## src/rtl/io_port_pkg.sv

```systemverilog
// Shared constants for the io_port_bank GPIO block: register offsets within a
// channel window and the default parameter values.
package io_port_pkg;

    // Register offsets within each 4-byte channel window
    localparam logic [1:0] REG_DATA  = 2'd0;
    localparam logic [1:0] REG_DDR   = 2'd1;
    localparam logic [1:0] REG_IFLAG = 2'd2;
    localparam logic [1:0] REG_IMASK = 2'd3;

    // Default parameter values
    localparam int unsigned DEF_CHANNELS    = 2;
    localparam int unsigned DEF_WIDTH       = 8;
    localparam int unsigned DEF_SYNC_STAGES = 2;
    localparam int unsigned DEF_ADDR_W      = 5;

endpackage

```

## src/rtl/io_port_sync.sv

```systemverilog
// WIDTH-bit multi-stage input synchroniser for one GPIO channel. It also
// provides a registered copy of the synchronised value from the previous clk,
// which is used for edge detection.
module io_port_sync #(
    parameter int unsigned WIDTH       = 8,
    parameter int unsigned SYNC_STAGES = 2
) (
    input  logic             clk,
    input  logic             reset,
    input  logic [WIDTH-1:0] async_in,
    output logic [WIDTH-1:0] synced,
    output logic [WIDTH-1:0] prev
);

    logic [SYNC_STAGES-1:0][WIDTH-1:0] stages;

    // Shift the asynchronous pins through the stage chain; keep last value for edges
    always_ff @(posedge clk or posedge reset) begin
        if (reset) begin
            stages <= '0;
            prev   <= '0;
        end else begin
            stages[0] <= async_in;
            for (int i = 1; i < int'(SYNC_STAGES); i++) begin
                stages[i] <= stages[i-1];
            end
            prev <= stages[SYNC_STAGES-1];
        end
    end

    assign synced = stages[SYNC_STAGES-1];

endmodule

```

## src/rtl/io_port_bank.sv

```systemverilog
// Memory-mapped bank of CHANNELS general-purpose I/O ports, WIDTH bits each,
// for the 65C02 system bus. Each channel has DATA, DDR, IFLAG and IMASK
// registers at offsets 0..3 of a 4-byte window.
// Optional feature macro: IO_PORT_IRQ_EN builds the rising-edge interrupt
// flags, masks, arm counter and irq; without it IFLAG/IMASK read 0 and irq is 0.
module io_port_bank
    import io_port_pkg::*;
#(
    parameter int unsigned CHANNELS    = DEF_CHANNELS,
    parameter int unsigned WIDTH       = DEF_WIDTH,
    parameter int unsigned SYNC_STAGES = DEF_SYNC_STAGES,
    parameter int unsigned ADDR_W      = DEF_ADDR_W
) (
    input  logic                      clk,
    input  logic                      reset,
    input  logic [ADDR_W-1:0]         addr,
    input  logic                      sel,
    input  logic                      read,
    input  logic                      write,
    input  logic [7:0]                data_in,
    output logic [7:0]                data_out,
    input  logic [CHANNELS*WIDTH-1:0] pin_in,
    output logic [CHANNELS*WIDTH-1:0] pin_out,
    output logic [CHANNELS*WIDTH-1:0] pin_oe,
    output logic                      irq
);

    localparam int unsigned N    = CHANNELS * WIDTH;
    localparam int unsigned CH_W = ADDR_W - 2;

    logic [CH_W-1:0]     ch_idx;
    logic [1:0]          reg_idx;
    logic [CHANNELS-1:0] ch_hit;
    logic                wr_act;
    logic                wr_prev;
    logic                commit;
    logic [N-1:0]        out_q;
    logic [N-1:0]        ddr_q;
    logic [N-1:0]        synced;
    logic [N-1:0]        prev;
    logic [7:0]          rd_val;
    logic                unused_data;

    assign ch_idx      = addr[ADDR_W-1:2];
    assign reg_idx     = addr[1:0];
    assign unused_data = ^data_in;

    // Decode the channel; indices at or above CHANNELS hit nothing
    always_comb begin
        ch_hit = '0;
        for (int c = 0; c < int'(CHANNELS); c++) begin
            ch_hit[c] = (32'(ch_idx) == 32'(c));
        end
    end

    // Remember the previous strobe level so a held write commits only once
    always_ff @(posedge clk or posedge reset) begin
        if (reset) begin
            wr_prev <= 1'b0;
        end else begin
            wr_prev <= wr_act;
        end
    end

    assign wr_act = sel & write;
    assign commit = wr_act & ~wr_prev;

    // Output latches and direction registers
    always_ff @(posedge clk or posedge reset) begin
        if (reset) begin
            out_q <= '0;
            ddr_q <= '0;
        end else begin
            for (int c = 0; c < int'(CHANNELS); c++) begin
                if (commit && ch_hit[c] && reg_idx == REG_DATA) begin
                    out_q[c*WIDTH +: WIDTH] <= data_in[WIDTH-1:0];
                end
                if (commit && ch_hit[c] && reg_idx == REG_DDR) begin
                    ddr_q[c*WIDTH +: WIDTH] <= data_in[WIDTH-1:0];
                end
            end
        end
    end

    assign pin_out = out_q;
    assign pin_oe  = ddr_q;

    for (genvar c = 0; c < int'(CHANNELS); c++) begin : g_sync
        io_port_sync #(
            .WIDTH       (WIDTH),
            .SYNC_STAGES (SYNC_STAGES)
        ) u_sync (
            .clk      (clk),
            .reset    (reset),
            .async_in (pin_in[c*WIDTH +: WIDTH]),
            .synced   (synced[c*WIDTH +: WIDTH]),
            .prev     (prev[c*WIDTH +: WIDTH])
        );
    end

`ifdef IO_PORT_IRQ_EN
    localparam logic [2:0] ARM_MAX = 3'(SYNC_STAGES + 1);

    logic [N-1:0] flag_q;
    logic [N-1:0] mask_q;
    logic [N-1:0] ddr_prev;
    logic [N-1:0] flag_set;
    logic [N-1:0] flag_clr;
    logic [2:0]   arm_cnt;
    logic         armed;
    logic         irq_q;

    // Count clocks after reset release until the synchroniser has filled
    always_ff @(posedge clk or posedge reset) begin
        if (reset) begin
            arm_cnt <= '0;
        end else if (!armed) begin
            arm_cnt <= arm_cnt + 3'd1;
        end
    end

    assign armed = (arm_cnt == ARM_MAX);

    // Rising edge on an input-direction bit that was also input last clk
    assign flag_set = {N{armed}} & synced & ~prev & ~ddr_q & ~ddr_prev;

    // Write-1-to-clear pattern for the addressed IFLAG register
    always_comb begin
        flag_clr = '0;
        for (int c = 0; c < int'(CHANNELS); c++) begin
            if (commit && ch_hit[c] && reg_idx == REG_IFLAG) begin
                flag_clr[c*WIDTH +: WIDTH] = data_in[WIDTH-1:0];
            end
        end
    end

    // Flags (set wins over clear), masks, direction history and registered irq
    always_ff @(posedge clk or posedge reset) begin
        if (reset) begin
            flag_q   <= '0;
            mask_q   <= '0;
            ddr_prev <= '0;
            irq_q    <= 1'b0;
        end else begin
            flag_q   <= (flag_q & ~flag_clr) | flag_set;
            ddr_prev <= ddr_q;
            irq_q    <= |(flag_q & mask_q);
            for (int c = 0; c < int'(CHANNELS); c++) begin
                if (commit && ch_hit[c] && reg_idx == REG_IMASK) begin
                    mask_q[c*WIDTH +: WIDTH] <= data_in[WIDTH-1:0];
                end
            end
        end
    end

    assign irq = irq_q;
`else
    logic unused_prev;

    assign unused_prev = ^prev;
    assign irq         = 1'b0;
`endif

    // Read mux: DATA mixes latch and synchronised input per direction bit
    always_comb begin
        rd_val = '0;
        for (int c = 0; c < int'(CHANNELS); c++) begin
            if (ch_hit[c]) begin
                unique case (reg_idx)
                    REG_DATA: rd_val[WIDTH-1:0] =
                        (out_q[c*WIDTH +: WIDTH] & ddr_q[c*WIDTH +: WIDTH]) |
                        (synced[c*WIDTH +: WIDTH] & ~ddr_q[c*WIDTH +: WIDTH]);
                    REG_DDR:  rd_val[WIDTH-1:0] = ddr_q[c*WIDTH +: WIDTH];
`ifdef IO_PORT_IRQ_EN
                    REG_IFLAG: rd_val[WIDTH-1:0] = flag_q[c*WIDTH +: WIDTH];
                    REG_IMASK: rd_val[WIDTH-1:0] = mask_q[c*WIDTH +: WIDTH];
`else
                    REG_IFLAG: rd_val = '0;
                    REG_IMASK: rd_val = '0;
`endif
                    default:  rd_val = '0;
                endcase
            end
        end
    end

    // Registered read data, reloaded every clk while the read strobe is active
    always_ff @(posedge clk or posedge reset) begin
        if (reset) begin
            data_out <= 8'h00;
        end else if (sel && read) begin
            data_out <= rd_val;
        end
    end

endmodule

```

## config.mk

```make
export PLATFORM = sky130hd
export DESIGN_NAME = io_port_bank
export DESIGN_NICKNAME = d
export VERILOG_FILES = /design/src/rtl/io_port_pkg.sv /design/src/rtl/io_port_sync.sv /design/src/rtl/io_port_bank.sv
export SDC_FILE = /design/constraint.sdc
export NUM_CORES = 1
export LEC_CHECK = 0
export ABC_AREA = 1
export CORE_ASPECT_RATIO = 0.9
export CORE_MARGIN = 3
export CORE_UTILIZATION = 40
export DETAILED_ROUTE_END_ITERATION = 8
export GPL_TIMING_DRIVEN = 0
export PLACE_DENSITY = 0.67
export SYNTH_ARGS = -nofsm -noshare
export SYNTH_HDL_FRONTEND = slang
export SYNTH_SLANG_ARGS = --single-unit
```

## constraint.sdc

```tcl
create_clock -name clk -period 2.4 [get_ports clk]
set_clock_uncertainty 0.05 [all_clocks]
set_input_delay 0.24 -clock clk [delete_from_list [all_inputs] [get_ports clk]]
set_output_delay 0.24 -clock clk [all_outputs]
set_load 0.01 [all_outputs]
```

==> After elaboration in Yosys (flattened, before gate mapping) <==
Cells that the tools add are included.
{ "op_classes": {"n_eq_ne": 4, "muxes": 4, "bitwise": 11, "reduce_logical": 10} }
{ "op_table": {"columns": ["op", "n"], "rows": [
  ["8-bit one-hot mux with 3 select lines", 2],
  ["8-bit AND", 4],
  ["8-bit 2-to-1 mux", 2],
  ["8-bit NOT", 2],
  ["8-bit bitwise OR", 2],
  ["1-bit logical AND", 7],
  ["2-bit == test (second input constant)", 2],
  ["3-bit by 1-bit == test with 1-bit output (second input constant)", 1],
  ["3-bit zero test", 1],
  ["1-bit AND", 2],
  ["2-bit by 1-bit == test with 1-bit output (second input constant)", 1],
  ["2-bit zero test", 1],
  ["2-bit OR reduction", 1],
  ["1-bit NOT", 1]
]} }
{ "totals": {"register_bits": 73, "in_bits": 34, "out_inout_bits": 41} }

==> Depth between registers and ports, before layout <==
Gate-level depths: netlist (run 1).
{ "logic_depth": {"depth_word": 6, "mapped_depth": 9} }

==> By module <==
Synthesis (run 1) repeated with hierarchy kept, for this count alone.
{ "hier_totals": {"cells_unflattened": 348, "hier_area_um2": 3385.7} }
{ "by_module_without_submodules": {"columns": ["mod", "instances", "cells_each", "area_each_um2", "seq_area_each_um2"], "rows": [
  ["io_port_bank", 1, 282, 2057.0, 1026.0],
  ["io_port_sync", 2, 33, 664.4, 600.6]
]} }

==> Worst setup path before layout (run 1) <==
OpenSTA, ideal clock, no wires.
{ "synth_path": {"path_type": "input-to-reg", "from": "input addr[1]", "to": "register out_q[8] (netlist: pin_out[8])", "setup_time_ns": 0.123, "t_arrival_ns": 1.025, "path_slack_ns": 1.203, "stages": 6, "path_buffers": 2, "path_cell_list": "buf_4 > nor2_4 > nand3_2 > buf_2 > nand2_1 > o21ai_1"} }
{ "synth_between": {"elab_chain_len": 2} }
{ "synth_rtl": {"columns": ["item", "line_no", "text"], "rows": [
  ["start: declaration", "io_port_bank.sv:16", "input logic [ADDR_W-1:0] addr,"],
  ["2-bit zero test", "io_port_bank.sv:75", "if (commit && ch_hit[c] && reg_idx == REG_DATA) begin"],
  ["1-bit logical AND", "io_port_bank.sv:75", null],
  ["end signal: indexed assignment", "io_port_bank.sv:76", "out_q[c*WIDTH +: WIDTH] <= data_in[WIDTH-1:0];"],
  ["end: declaration", "io_port_bank.sv:37", "logic [N-1:0] out_q;"]
]} }
No other way between the ends.
A chain may end at the register's enable or synchronous reset.

==> Worst setup path after layout (run 1) <==
{ "layout_path": {"from": "register ddr_q[14] (netlist: pin_oe[14])", "to": "output pin_oe[14]"} }
{ "layout_rtl": {"columns": ["item", "line_no", "text"], "rows": [
  ["start: declaration", "io_port_bank.sv:38", "logic [N-1:0] ddr_q;"],
  ["start signal: indexed assignment", "io_port_bank.sv:79", "ddr_q[c*WIDTH +: WIDTH] <= data_in[WIDTH-1:0];"],
  ["end: declaration", "io_port_bank.sv:24", "output logic [CHANNELS*WIDTH-1:0] pin_oe,"]
]} }
No word-level cell between the ends.

==> impl_metrics.json, run 1 <==
{
  "synthAdderAreaFrac_pct": 0,
  "synth_flop_cell": "dfrtp_1",
  "dp_hpwl_um": 4880,
  "std_cell_rows": 29,
  "initial_utilization_pct": 41.6,
  "synth_top_family_by_area": "simple AND/OR/NAND/NOR gates",
  "synth_compound_area_share_pct": 8.45,
  "ys_top_cells_by_area": "dfrtp_1 (62%), nand2_1 (14%), inv_1 (4.8%)",
  "period_share_pct": 69.2,
  "holdWs_ns": 0.273,
  "combPwrFrac_pct": 13.0,
  "yosys-top-cells-count": "nand2_1 (111), dfrtp_1 (73), inv_1 (38)",
  "io_pins": 75,
  "cp_data_required_time_ns": 2.11,
  "yosys.area.top_type_share_pct": 61.7,
  "dieArea_um2": 8470,
  "max_freq_mhz": 603,
  "cts_made_buffers": 9,
  "dp.cells": 482,
  "status": "finished, final reports clean",
  "die_w_um": 96.7,
  "synth_xor_area_share_pct": 0,
  "cp_slowest_stage_delay_ns": 0.58,
  "final_nets": 434,
  "dp_slack_ns": 0.428,
  "synth-edff-count": 0,
  "crit_chain": "clkdlybuf4s50_1",
  "slew_violations": 0,
  "yosysWarnings": 0,
  "relSlewSlack_pct": 41.2,
  "path_class": "reg2out",
  "async_flop_share_pct": 100,
  "clk_latency_ns": 0.35,
  "postCtsSetupBuffers": 0,
  "worst_slew_pin_slew_ns": 0.882,
  "internal-power_mw": 2.44,
  "final-setup-viol-count": 0,
  "synth_seq_cells": 73,
  "cts_tree": "done",
  "synth-simple-area-share_pct": 22.6,
  "finalHoldViolations": 0,
  "min-delay-path-class": "in2reg",
  "drc": 0,
  "fp.dieH_um": 87.6,
  "antenna_found_initial": 0,
  "coreArea_um2": 7110,
  "final_cells": 498,
  "wl_per_cell_um": 13.6,
  "gr-total-overflow": 0,
  "cts_root_buf": "clkbuf_8",
  "synth_fp_nets": 351,
  "syn_inst": 317,
  "drtIter0Drc": 85,
  "cts.clk_slew.worst_paths_ns": 0.08,
  "leakagePower_nw": 1.97,
  "grt_pass1_vias": 2222,
  "p_sw_uw": 715,
  "min_period_ns": 1.66,
  "pwr-share-clk_pct": 42.8,
  "htreeDepth": 3,
  "yosysTopAreaCell": "dfrtp_1",
  "grt_pass1_wl_um": 11000,
  "syn_avg_cell_area_um2": 9.34,
  "grt_max_degree": 74,
  "clockBufferDepth": 2,
  "swShare_pct": 22.7,
  "wirelength_um": 6750,
  "globalplace.congestion": 0.797,
  "cts_resized": 0,
  "yosys.cell_types.count": 21,
  "clkSinkCount": 73,
  "port_buffers": 72,
  "place_area_um2": 3800,
  "critPathTopFamily": "buffers and inverters",
  "rsz0062_at_grt": "no",
  "setup_tns_ns": 0,
  "routed_via_density": 4.66,
  "crit_arrival_ns": 1.37,
  "holdBufCountCts": 0,
  "layout-area-overhead-vs-synth_pct": 38.1,
  "vias": 2322,
  "seqPwrFrac_pct": 44.2,
  "synth_most_common_cell": "nand2_1",
  "synthMuxAreaShare_pct": 0,
  "netlist_area_um2": 2960,
  "maxCapViolCount": 0,
  "r2r_setup_slack_ns": 1.02,
  "ant_nets": 0,
  "n_antenna_cell": 0,
  "power_density_nw_per_um2": 771,
  "fin_area_um2": 4090,
  "start_kind": "flop",
  "seq_area_frac_synth_pct": 61.7,
  "vdd_drop_max_uv": 430,
  "drtPass1Iterations": 4,
  "track_usage_pct": 16.7,
  "crit_buf_inv": 1,
  "drive_gt1_share_pct": 10.9,
  "worst_slack_ns": 0.740,
  "fillers": 654,
  "worst_path_max_delay_cell": "clkdlybuf4s50_1",
  "crit_path_max_fanout": 5,
  "end_kind": "output pin"
}
-- power groups by stage --
| stage | Combinational, mW | Sequential [mW] | Clock (mW) |
|---|---|---|---|
| after detailed placement | 0.417 | 1.42 | 0 |
| after CTS | 0.419 | 1.39 | 1.37 |
| final | 0.411 | 1.39 | 1.35 |
| after global routing | 0.456 | 1.41 | 1.43 |
| after floorplan | 0.160 | 1.43 | 0 |
| after global placement | 0.409 | 1.42 | 0 |
-- sequential cells by signal, summed over array words and instances, names as in the netlist --
name / cells
data_out: 8
wr_prev: 1
g_sync.u_sync.synced: 16
pin_out: 16
g_sync.u_sync.stages: 16
pin_oe: 16
-- layout make-up --
class,instances,area [um2],area share [%]
multi-input cells,198,923,22.6
repair buffers,72,721,17.6
inverters,39,149,3.64
clock inverters,7,166,4.07
well taps,93,116,2.84
clock buffers,9,124,3.03
plain buffers,7,65.1,1.59
flip-flops and latches,73,1830,44.6
-- routing by layer --
layer | part of all wire [%] | GRT usage [%] | vias to the layer above
met5 | 0 | 0 | -
met4 | 1.1 | 4.21 | 0
met3 | 6.7 | 5.41 | 6
met2 | 47 | 27.6 | 69
met1 | 45 | 21.7 | 1097
li1 | - | - | 1150
-- cell usage in the layout, fill, tap and decap left out, types with 2 or more instances in the layout --
cell type          n
dfrtp_1           73
nand3_1           12
nor2_1            19
clkdlybuf4s50_1   72
buf_4              2
buf_6              4
clkbuf_8           9
inv_1             37
nand2_2            3
bufinv_16          5
o21ai_2            8
nand3_2            2
nand2_1          111
o21ai_0           16
o21ai_1           20
-- path summary, 6_finish.rpt --
path / start / end / cells past startpoint
worst min-delay path: pin_in[1] / g_sync[0].u_sync.stages[1]$_DFF_PP0_ / 1
worst max register to register: wr_prev$_DFF_PP0_ / pin_out[8]$_DFFE_PP0P_ / 5
min in group asynchronous: reset / g_sync[1].u_sync.stages[1]$_DFF_PP0_ / 2
worst min register to register: g_sync[1].u_sync.stages[7]$_DFF_PP0_ / g_sync[1].u_sync.synced[7]$_DFF_PP0_ / 0
worst max-delay path: pin_oe[14]$_DFFE_PP0P_ / pin_oe[14] / 1
max in group asynchronous: reset / pin_out[8]$_DFFE_PP0P_ / 2
-- per-stage QoR --
stage                     total power, mW  util (%)
after floorplan                      1.59         -
after global placement               1.82      53.4
after detailed placement             1.84      53.4
after CTS                            3.19      57.5
after global routing                 3.29      57.5
final                                3.16      57.5
-- cells by family after synthesis --
logic type      after synthesis
buf+inv                      46
other cells                   1
flops                        73
simple gates                153
compound gates               44
Power figures use the tool's default switching activity.
==> inputs of run 2 (changes only) <==
--- a/config.mk
+++ b/config.mk
@@ -11,7 +11,7 @@
 export CORE_UTILIZATION = 40
 export DETAILED_ROUTE_END_ITERATION = 8
 export GPL_TIMING_DRIVEN = 0
-export PLACE_DENSITY = 0.67
+export PLACE_DENSITY = 0.7
 export SYNTH_ARGS = -nofsm -noshare
 export SYNTH_HDL_FRONTEND = slang
 export SYNTH_SLANG_ARGS = --single-unit
==> constraint.sdc (replaced) <==
create_clock -name clk -period 1.5 [get_ports clk]
set_clock_uncertainty 0.05 [all_clocks]
set_input_delay 0.15 -clock clk [delete_from_list [all_inputs] [get_ports clk]]
set_output_delay 0.15 -clock clk [all_outputs]
set_load 0.01 [all_outputs]
==> run 2 against run 1 <==
- sequential power grew 60%
- hold slack worse by 0.087 ns
- global-route usage increased by 0.77 points
- sequential cell count did not move
- routed wire length increased by 2.7%
- critical path type unchanged
- first-iteration DRC count rose by 34%
- combinational power rose by 66%
- cell count increased by 2.2%
- utilization increased by 0.67 points
- final area grew 1.2%
- count of clock-buffer cells in the layout is 2 higher
==> impl_metrics.json, run 2 (synthesized netlist as in run 1, its figures left out) <==
{
  "wl_per_cell_um": 13.6,
  "crit_buf_inv": 1,
  "final_cells": 509,
  "power_density_nw_per_um2": 1080,
  "layout-area-overhead-vs-synth_pct": 39.8,
  "min_period_ns": 1.46,
  "final_cell_mix": "nand2_1 (111), dfrtp_1 (73), clkdlybuf4s50_1 (44)",
  "startpoint": "pin_oe[12]$_DFFE_PP0P_",
  "dieArea_um2": 8470,
  "final_common_cell": "nand2_1",
  "std_cell_rows": 29,
  "fp.dieH_um": 87.6,
  "final-setup-viol-count": 0,
  "cp_data_required_time_ns": 1.30,
  "critPathTopFamily": "buffers and inverters",
  "end_kind": "output pin",
  "wirelength_um": 6930,
  "cts_root_buf": "clkbuf_8",
  "crit_chain": "clkdlybuf4s50_1",
  "grt_pass1_vias": 2336,
  "maxCapViolCount": 0,
  "leakagePower_nw": 2.31,
  "globalplace.congestion": 0.833,
  "grt_pass1_wl_um": 11400,
  "vdd_drop_max_uv": 556,
  "n_antenna_cell": 0,
  "timing.rr.start": "wr_prev$_DFF_PP0_",
  "drive_gt1_share_pct": 13.5,
  "gr-total-overflow": 0,
  "start_kind": "flop",
  "dp_slack_ns": -0.369,
  "track_usage_pct": 17.5,
  "fin_util_pct": 58.2,
  "vias": 2399,
  "min-delay-path-class": "in2reg",
  "cts_tree": "done",
  "slew_violations": 0,
  "max_freq_mhz": 683,
  "dp_hpwl_um": 4980,
  "cts.clk_slew.worst_paths_ns": 0.07,
  "cp_slowest_stage_delay_ns": 0.55,
  "min_from": "pin_in[5]",
  "period_share_pct": 97.6,
  "initial_utilization_pct": 41.6,
  "fillers": 625,
  "r2r_setup_slack_ns": 0.16,
  "holdBufCountCts": 0,
  "dp.cells": 483,
  "finalHoldViolations": 0,
  "clockBufferDepth": 2,
  "worst_slew_pin_slew_ns": 0.744,
  "crit_arrival_ns": 1.26,
  "coreArea_um2": 7110,
  "grt_max_degree": 40,
  "routed_via_density": 4.71,
  "final_nets": 445,
  "drc": 0,
  "power_mw": 4.45,
  "relSlewSlack_pct": 50.3,
  "htreeDepth": 3,
  "path_class": "reg2out",
  "cts_made_buffers": 9,
  "port_buffers": 72,
  "clkSinkCount": 73,
  "ant_nets": 0,
  "drtPass1Iterations": 4,
  "drtIter0Drc": 114,
  "status": "finished, final reports clean",
  "worst_slack_ns": 0.0361,
  "worst_path_max_delay_cell": "clkdlybuf4s50_1",
  "crit_path_max_fanout": 2,
  "clk_latency_ns": 0.34,
  "rsz0062_at_grt": "no",
  "die_w_um": 96.7,
  "antenna_found_initial": 0,
  "io_pins": 75
}
## run 2: changes by cell type in the layout (fill, tap and decap cells not counted), moves of 2 or more
cell / previous run / this run
buf_4: 2 / 12
dlygate4sd2_1: 0 / 11
bufinv_16: 5 / 1
dlymetal6s2s_1: 0 / 17
clkbuf_8: 9 / 11
clkdlybuf4s50_1: 72 / 44
clkinv_2: 0 / 3
## run 2: repair_timing
action / in CTS / in global routing
setup endpoints to repair: 17 / 42
buffers inserted: 8 / 2
pin swaps: 1 / 1
resized for setup: 11 / 19
## run 2: layout make-up
cell class | instances | area, um2 | area share, %
sequential | 73 | 1830 | 44.1
multi-input combinational | 198 | 931 | 22.5
timing repair buffer | 83 | 845 | 20.4
clock buffer | 11 | 151 | 3.66
inverter | 39 | 150 | 3.63
tap | 93 | 116 | 2.81
buffer | 7 | 65.1 | 1.57
clock inverter | 5 | 53.8 | 1.30
## run 2: final timing paths
| check | endpoint | cells past startpoint |
|---|---|---|
| worst min register to register | g_sync[0].u_sync.synced[7]$_DFF_PP0_ | 0 |
| max in group asynchronous | pin_oe[3]$_DFFE_PP0P_ | 3 |
| worst max register to register | pin_out[1]$_DFFE_PP0P_ | 5 |
| worst max-delay path | pin_oe[12] | 1 |
| worst min-delay path | g_sync[0].u_sync.stages[5]$_DFF_PP0_ | 1 |
| min in group asynchronous | g_sync[1].u_sync.stages[7]$_DFF_PP0_ | 2 |
## run 2: per-layer routing
layer,wire [um],part of all wire (%),global-route usage (%),vias to the layer above
met2,3230,47,27.6,97
met4,132,1.9,8.29,0
met3,632,9.1,4.86,15
met5,0,0,0,-
li1,-,-,-,1169
met1,2940,42,22.7,1118
## run 2: report_power, final
part	internal, mW	switching [mW]	total, mW
clock network	0.853	0.701	1.55
logic	0.342	0.339	0.681
registers	2.12	0.101	2.22
total	3.31	1.14	4.45
## run 2: through the flow
step | instance area (um2) | setup TNS [ns] | hold WS (ns)
floorplan | 2970 | 0 | 0.131
global placement | 3800 | -35.58 | 0.283
detailed placement | 3820 | -11.56 | 0.285
CTS | 4070 | 0 | 0.175
global route | 4140 | 0 | 0.176
finish | 4140 | 0 | 0.186
==> inputs of run 3 (changes only) <==
--- a/config.mk
+++ b/config.mk
@@ -11,7 +11,7 @@
 export CORE_UTILIZATION = 40
 export DETAILED_ROUTE_END_ITERATION = 8
 export GPL_TIMING_DRIVEN = 0
-export PLACE_DENSITY = 0.7
+export PLACE_DENSITY = 0.67
 export SYNTH_ARGS = -nofsm -noshare
 export SYNTH_HDL_FRONTEND = slang
 export SYNTH_SLANG_ARGS = --single-unit
==> constraint.sdc (replaced) <==
create_clock -name clk -period 1.7 [get_ports clk]
set_clock_uncertainty 0.05 [all_clocks]
set_input_delay 0.17 -clock clk [delete_from_list [all_inputs] [get_ports clk]]
set_output_delay 0.17 -clock clk [all_outputs]
set_load 0.01 [all_outputs]
==> run 3 against run 2 <==
- cell count is 1.8% lower
- global-route usage shrank 0.36 points
- final area is 2.4% lower
- largest power group unchanged
- highest routed layer unchanged
- power down 13%
- critical path depth unchanged
- routed wire length fell by 1.9%
- die area did not move
- register-to-register slack gained 0.19 ns
==> impl_metrics.json, run 3 (synthesized netlist as in run 1, its figures left out) <==
{
  "status": "finished, final reports clean",
  "holdWs_ns": 0.152,
  "multiInputGateArea_um2": 923,
  "grt_pass1_vias": 2270,
  "vdd_drop_max_uv": 521,
  "cts.clk_slew.worst_paths_ns": 0.08,
  "power_density_nw_per_um2": 958,
  "coreArea_um2": 7110,
  "fillers": 640,
  "holdBufCountCts": 0,
  "drc": 0,
  "wirelength_um": 6800,
  "r2r_cells": 5,
  "combPwrFrac_pct": 15.3,
  "postCtsSetupBuffers": 0,
  "p_sw_mw": 1.02,
  "worst_slew_pin_slew_ns": 0.520,
  "drtPass1Iterations": 4,
  "relSlewSlack_pct": 65.2,
  "maxCapViolCount": 0,
  "wl_per_cell_um": 13.6,
  "fin_area_um2": 4040,
  "std_cell_rows": 29,
  "globalplace.congestion": 0.782,
  "regArea_um2": 1830,
  "grt_max_degree": 28,
  "gr-total-overflow": 0,
  "min_period_ns": 1.60,
  "cts_made_buffers": 9,
  "clk_latency_ns": 0.35,
  "rsz0062_at_grt": "no",
  "worst_path_max_delay_cell": "clkdlybuf4s50_1",
  "grt_pass1_wl_um": 11200,
  "cp_data_required_time_ns": 1.48,
  "fp.dieH_um": 87.6,
  "fin_util_pct": 56.8,
  "leakagePower_nw": 1.94,
  "crit_path_max_fanout": 5,
  "seqPwrFrac_pct": 50.9,
  "max_freq_mhz": 626,
  "clockBufferDepth": 2,
  "initial_utilization_pct": 41.6,
  "path_class": "reg2out",
  "htreeDepth": 3,
  "layout-area-overhead-vs-synth_pct": 36.3,
  "dieArea_um2": 8470,
  "crit_buf_inv": 1,
  "finalHoldViolations": 0,
  "port_buffers": 72,
  "min-delay-path-class": "in2async",
  "dp_hpwl_um": 5090,
  "cp.depth": 1,
  "final-setup-viol-count": 0,
  "ant_nets": 0,
  "final_cell_mix": "nand2_1 (111), dfrtp_1 (73), clkdlybuf4s50_1 (72)",
  "start_kind": "flop",
  "routed_via_density": 4.69,
  "critPathTopFamily": "buffers and inverters",
  "n_antenna_cell": 0,
  "clkSinkCount": 73,
  "end_kind": "output pin",
  "setup_tns_ns": 0,
  "slew_violations": 0,
  "period_share_pct": 93.9,
  "track_usage_pct": 17.2,
  "io_pins": 75,
  "die_w_um": 96.7,
  "cts_root_buf": "clkbuf_8",
  "final_nets": 436,
  "drive_gt1_share_pct": 11.3,
  "internal-power_mw": 2.85,
  "swShare_pct": 26.3,
  "crit_chain": "clkdlybuf4s50_1",
  "cts_resized": 0,
  "vias": 2347,
  "drtIter0Drc": 110,
  "place_area_um2": 3840,
  "cts_tree": "done",
  "cp_slowest_stage_delay_ns": 0.58,
  "pwr-share-clk_pct": 33.8,
  "final_common_cell": "nand2_1",
  "crit_arrival_ns": 1.38,
  "antenna_found_initial": 0
}
run 3: changes by cell type in the layout (fill, tap and decap cells not counted), moves of 2 or more:
cell             before  now
buf_4                12    2
clkbuf_8             11    9
clkdlybuf4s50_1      44   72
clkinvlp_4            1    4
dlygate4sd2_1        11    0
dlymetal6s2s_1       17    0
run 3: per-stage QoR:
stage / total power [mW] / setup slack [ns] / cells
after detailed placement: 2.60 / -0.197 / 484
final: 3.87 / 0.103 / 500
after CTS: 3.92 / 0.0796 / 500
after floorplan: 2.25 / 0.509 / 317
after global routing: 4.07 / 0.0301 / 500
after global placement: 2.58 / -0.190 / 482
run 3: layout make-up:
class,instances,area share (%)
Sequential cell,73,45.2
Multi-Input combinational cell,198,22.9
Timing Repair Buffer,74,18.8
Inverter,39,3.72
Clock buffer,9,3.07
Tap cell,93,2.88
Clock inverter,7,1.77
Buffer,7,1.61
run 3: path summary, 6_finish.rpt:
path / start / slack, ns / end
max reg2reg: wr_prev$_DFF_PP0_ / 0.35 / pin_out[8]$_DFFE_PP0P_
min in group clk: pin_in[7] / 0.20 / g_sync[0].u_sync.stages[7]$_DFF_PP0_
max: pin_oe[14]$_DFFE_PP0P_ / 0.10 / pin_oe[14]
min: reset / 0.15 / pin_oe[9]$_DFFE_PP0P_
max in group asynchronous: reset / 0.96 / data_out[6]$_DFFE_PP0P_
min reg2reg: g_sync[1].u_sync.stages[2]$_DFF_PP0_ / 0.30 / g_sync[1].u_sync.synced[2]$_DFF_PP0_
run 3: power groups by stage:
| stage | clock [mW] | sequential, mW | combinational, mW |
|---|---|---|---|
| global placement | 0 | 2.00 | 0.579 |
| detailed placement | 0 | 2.00 | 0.601 |
| CTS | 1.35 | 1.97 | 0.603 |
| floorplan | 0 | 2.02 | 0.227 |
| finish | 1.31 | 1.97 | 0.593 |
| global route | 1.42 | 1.99 | 0.660 |
run 3: routing by layer:
metal  vias to the layer above  part of all wire [%]  global-route usage [%]  wire length, um
met1                      1101                    45                    22.4             3060
met5                         -                     0                       0                0
met4                         0                  0.81                    4.59               55
met3                         8                   6.1                    5.57              418
met2                        70                    48                    28.0             3270
li1                       1168                     -                       -                -
